--- config.mk ---
export PLATFORM = sky130hd
export DESIGN_NAME = inst_fifo
export DESIGN_NICKNAME = d
export VERILOG_FILES = /design/src/rtl/inst_fifo.sv
export SDC_FILE = /design/constraint.sdc
export NUM_CORES = 2
export LEC_CHECK = 0
export CORE_AREA = 3 3 377 379
export DETAILED_ROUTE_END_ITERATION = 7
export DIE_AREA = 0 0 380 382
export GPL_TIMING_DRIVEN = 1
export PLACE_DENSITY_LB_ADDON = 0.2
export RECOVER_POWER = 100
export SLEW_MARGIN = 20
export SYNTH_ARGS = -nofsm -noshare
export SYNTH_HDL_FRONTEND = slang
export SYNTH_SLANG_ARGS = --single-unit
--- constraint.sdc ---
create_clock -name clk -period 7.6 [get_ports clk]
set_clock_uncertainty 0.15 [all_clocks]
set_input_delay 1.14 -clock clk [delete_from_list [all_inputs] [get_ports clk]]
set_output_delay 1.14 -clock clk [all_outputs]
set_load 0.01 [all_outputs]
--- src/rtl/inst_fifo.sv ---
// Dual-port show-ahead instruction buffer between fetch (0-2 pushes/cycle) and dual issue (0-2 pops/cycle).
// Pushes are visible one cycle later; an overflowing push is dropped whole, over-pops are clamped to count.
module inst_fifo #(
  parameter int DEPTH = 16,
  parameter int DW    = 32,
  parameter int AW    = 32
) (
  input  logic          clk,
  input  logic          resetn,
  input  logic          flush,
  input  logic          write_en1,
  input  logic          write_en2,
  input  logic [DW-1:0] write_inst1,
  input  logic [AW-1:0] write_pc1,
  input  logic          write_adel1,
  input  logic [DW-1:0] write_inst2,
  input  logic [AW-1:0] write_pc2,
  input  logic          write_adel2,
  input  logic          read_en1,
  input  logic          read_en2,
  output logic [DW-1:0] master_inst,
  output logic [AW-1:0] master_pc,
  output logic          master_adel,
  output logic [DW-1:0] slave_inst,
  output logic [AW-1:0] slave_pc,
  output logic          slave_adel,
  output logic          fifo_empty,
  output logic          fifo_almost_empty,
  output logic          fifo_full
);

  localparam int PW = $clog2(DEPTH);

  logic [DW-1:0]    mem_inst [DEPTH];
  logic [AW-1:0]    mem_pc   [DEPTH];
  logic [DEPTH-1:0] mem_adel;

  logic [PW-1:0] rptr, wptr, rptr_p1, wptr_p1;
  logic [PW:0]   count;
  logic [1:0]    wn, rreq, rn, wr_cnt;
  logic [PW+1:0] next_level;
  logic          push_ok;

  assign rptr_p1 = rptr + PW'(1);
  assign wptr_p1 = wptr + PW'(1);

  always_comb begin
    wn   = {1'b0, write_en1} + {1'b0, write_en1 & write_en2};
    rreq = {1'b0, read_en1}  + {1'b0, read_en1 & read_en2};
    rn   = rreq;
    // Clamp the pop so the read pointer can never overtake the write pointer.
    if ((PW+1)'(rreq) > count) rn = count[1:0];
    next_level = (PW+2)'(count) - (PW+2)'(rn) + (PW+2)'(wn);
    push_ok    = next_level <= (PW+2)'(DEPTH);
    wr_cnt     = push_ok ? wn : 2'd0;
  end

  always_ff @(posedge clk or negedge resetn) begin
    if (!resetn) begin
      rptr  <= '0;
      wptr  <= '0;
      count <= '0;
    end else if (flush) begin
      rptr  <= '0;
      wptr  <= '0;
      count <= '0;
    end else begin
      rptr  <= rptr + PW'(rn);
      wptr  <= wptr + PW'(wr_cnt);
      count <= count - (PW+1)'(rn) + (PW+1)'(wr_cnt);
    end
  end

  // Storage holds no reset: contents are only observable once count covers them.
  always_ff @(posedge clk) begin
    if (!flush && push_ok && write_en1) begin
      mem_inst[wptr] <= write_inst1;
      mem_pc[wptr]   <= write_pc1;
      mem_adel[wptr] <= write_adel1;
      if (write_en2) begin
        mem_inst[wptr_p1] <= write_inst2;
        mem_pc[wptr_p1]   <= write_pc2;
        mem_adel[wptr_p1] <= write_adel2;
      end
    end
  end

  always_comb begin
    master_inst = '0;
    master_pc   = '0;
    master_adel = 1'b0;
    slave_inst  = '0;
    slave_pc    = '0;
    slave_adel  = 1'b0;
    if (count != '0) begin
      master_inst = mem_inst[rptr];
      master_pc   = mem_pc[rptr];
      master_adel = mem_adel[rptr];
    end
    if (count >= (PW+1)'(2)) begin
      slave_inst = mem_inst[rptr_p1];
      slave_pc   = mem_pc[rptr_p1];
      slave_adel = mem_adel[rptr_p1];
    end
  end

  assign fifo_empty        = (count == '0);
  assign fifo_almost_empty = (count == (PW+1)'(1));
  assign fifo_full         = (count > (PW+1)'(DEPTH - 2));

endmodule

==> metrics.md <==
| Metric | Value |
|---|---|
| Synth top area share | about 50% |
| CP Launch Type | input pin |
| H-tree Lvls | 3 |
| Sequential share of power | 31.7% |
| Share of cells above drive strength 1 | around 37% |
| Synth Warn # | 0 |
| I/O pins | 270 |
| Chip Height | ~380 um |
| Hold path depth | 2 |
| Worst R2R End | mem_pc[5][19]$_DFFE_PP_ |
| Fin. Hold Viols | 0 |
| Number of global-route vias before repair | around 38,000 |
| Row cnt | roughly 140 |
| Met2 wire len | 95,200 um |
| Run status | finished, violations left |
| Met3 wire length | roughly 16,000 um |
| Area leader, netlist | edfxtp_1 |
| Worst slew margin | -46.0% |
| Pre-Repair DR Iteration Count | 5 |
| Placed inst area | 67,100 sq um |
| Syn nets | just under 4,000 |
| WL met1 | a little under 80,000 um |
| # setup viols final | 0 |
| Area Overhead vs Synth | 12.9% |
| Max-slew violations | 507 |
| Post-synth EDFFs | around 1,000 |
| Fin nets | between 3,000 and 4,000 |
| Top cells by area, synth | edfxtp_1 50%, mux4_2 21%, mux2_2 9.8% |
| Final WL | about 200,000 um |
| Vias per inst | 6.50 |
| CTS tree | done |
| RSZ-0062 raised after global routing | false |
| FF-to-FF setup slack | ~1.1 ns |
| WP data required | between 7 and 8 ns |
| Worst Tran Pin Value | between 2 and 2.5 ns |
| Combinational fraction of design power | 42.0% |
| Crit path DAT | about 7.3 ns |
| Cell Area, Synth | 62,400 sq um |
| Hold buffer count at CTS | 0 |
| Core area | 139,000 sq um |
| FF-to-FF Start | count[1]$_DFF_PN0_ |
| Share of total power in the clock network | a little over a quarter |
| Mapped Cells | 3,678 |
| Die Footprint | approximately 150,000 sq um |
| Starting DRC count in detailed routing | 4,165 |
| Initial antenna violation count | 30 |
| Final min period | around 7 ns |
| Global-route wire length before repair | 283,000 um |
| Register area share after synthesis | 50.5% |
| Net Sw Frac | about a third |
| Clk sinks | ~1,100 |
| Die W | roughly 380 um |
| F_max | between 0.1 and 0.15 GHz |
| Grt total ovfl | 0 |
| Setup bufs post-CTS | 0 |
| Crit Path Class | in2reg |
| Via count of the routed design | approximately 37,000 |
| ANT nets after route | 0 |
| Violated checks | capacitance limit, slew limit |
| Worst hold slack | roughly 0.54 ns |
| DR WL/cell | around 34 um |
| Clock Tree Buf Depth | 3 |
| MaxCap Viol Count | 15 |
| Crit end category | flip-flop |
| Power Density | 309 nW/um^2 |
| Asr flop ratio synth | 1.23% |
| Worst min-delay path category | reg2reg |
| Cell variety after synth | 49 |
| Syn Area/Cell | ~17 sq um |
| Starting Density | around 45% |
| Hold_sp | mem_adel[10]$_DFFE_PP_ |
| Clock latency at the later pin of the worst-skew pair | about 0.75 ns |
| Static Leak | around 0.022 uW |
| Post-CTS sizing | 0 |
| Final Cell Area | a little over 70,000 sq um |
| Setup TNS Final | 0 ns |
| VDD IR max | 0.273 mV |
| FF+latch count, synth | 1,053 |
| Post-DP HPWL | 109,000 um |
| PortBufs | between 200 and 300 |
| Remaining DRCs | 0 |
| Layout fillers | 11,700 |
| Main synth FF type | edfxtp_1 |
| Clock Tree Root | clkbuf_16 |
| Final core utilization | approximately 51% |
| Hold Path Sink | mem_adel[10]$_DFFE_PP_ |
| Final RePlAce weighted congestion | 0.827 |
| Psw | ~7200 uW |
| Final period util | between 90% and 100% |
| Max layer used | met5 |
| Clock Pin Slew Worst Setup and Hold Paths | roughly 0.06 ns |
| GRT Total Usage | 26.9% |
| Worst Path Max Fanout | 28 |
| Largest net degree at the start of global routing | 137 |
| Reg2Reg Depth | 16 |
| CTS buffer count | 119 |
| Pint | ~15,000 uW |
power by group through the flow:
stage | clock network, uW | registers (uW) | logic, uW
floorplan | 0 | 6850 | 6270
global placement | 0 | 7000 | 9600
detailed placement | 0 | 7000 | 9630
CTS | 5830 | 6880 | 9660
global route | 6040 | 6910 | 9790
finish | 5730 | 6890 | 9150
worst max path at each step:
stage,startpoint,end,slack (ns),cells past startpoint
5_1_grt,rptr[0]$_DFF_PN0_,master_inst[4],0.52,6
3_5_place_dp,read_en1,count[4]$_DFF_PN0_,0.73,25
2_1_floorplan,read_en1,mem_inst[10][0]$_DFFE_PP_,0.18,15
3_3_place_gp,read_en1,count[4]$_DFF_PN0_,0.76,25
6_report,read_en1,mem_pc[5][19]$_DFFE_PP_,0.63,17
4_1_cts,rptr[1]$_DFF_PN0_,slave_pc[28],1.12,7
registers in the layout, summed over array words and instances (netlist names):
name,flops
rptr,4
mem_inst,512
mem_pc,512
mem_adel,16
wptr,4
count,5
synth_stat cells (6+ instances only):
master and instances:
ha_1 20, buf_1 46, inv_1 18, mux2_1 480, xor2_1 6, nor2_1 57, a22oi_1 7, buf_2 88
mux4_2 585, a211oi_1 130, nand3_2 7, mux2_2 544, nor2b_1 139, clkbuf_1 237, nand2_4 8, dfrtp_1 13
buf_4 25, mux2i_1 79, nand2b_1 7, edfxtp_1 1040, fa_1 6, buf_6 24, nand2_1 27, a21oi_1 28
nor3_1 12
logic make-up (layout without fill, tap and decap cells):
kind of cell | count (synthesis) | in the layout | synth area share (%)
DFF | 1053 | 1053 | 50.5
and+or+nand+nor | 280 | 280 | 2.55
muxes | 1688 | 1688 | 40.8
AOI/OAI and AO/OA | 182 | 182 | 2.07
xor gates and xnor gates | 10 | 10 | 0.140
adders and majority gates | 26 | 26 | 0.593
buffers and inverters | 439 | 616 | 3.28
other | 0 | 25 | 0
through the flow:
stage               instances  setup slack [ns]  total power (uW)
floorplan                3678             0.178             13100
finish                   5756             0.628             21800
detailed placement       5508             0.735             16600
global placement         5508             0.757             16600
CTS                      5731              1.12             22400
global route             5740             0.516             22700
critical path, cell delays in order:
cell and delay [ns]:
dlygate4sd3_1 0.55, and2_0 0.19, ha_1 0.29, nor2b_1 0.13
o2111ai_1 0.30, nor2_1 0.07, a21o_1 0.20, fa_1 0.49
inv_1 0.06, ha_1 0.28, nand3_1 0.13, a21o_1 0.18
a2111oi_0 0.88, o21a_2 0.50, nand2_8 0.26, clkbuf_2 0.94
mux2_1 0.65
per-layer routing:
metal	GRT usage, %	up-vias
met5	0	-
met4	8.07	16
met3	5.15	329
met2	44.2	1697
met1	36.6	20000
li1	-	15400
final cells by class:
cell class | count | area (sq um) | area share [%]
sequential | 1053 | 31600 | 44.8
multi-input combinational | 2186 | 28900 | 41.1
timing repair buffer | 375 | 3680 | 5.22
clock buffer | 147 | 3190 | 4.52
tap | 1876 | 2350 | 3.33
clock inverter | 76 | 636 | 0.902
inverter | 18 | 67.6 | 0.0959
antenna | 25 | 62.6 | 0.0888
cell usage in the layout (no fill, tap or decap), types with 28 or more instances in the layout:
cell type	instances
mux2i_1	79
clkbuf_16	122
nand2_1	32
a21oi_1	28
dlygate4sd3_1	109
nor2_1	48
clkdlybuf4s50_1	160
clkbuf_2	29
clkinv_1	34
clkbuf_1	32
nor2b_1	139
buf_4	33
a211oi_1	130
mux2_2	544
mux2_1	480
edfxtp_1	1040
mux4_2	585
(Power assumes the default switching activity.)
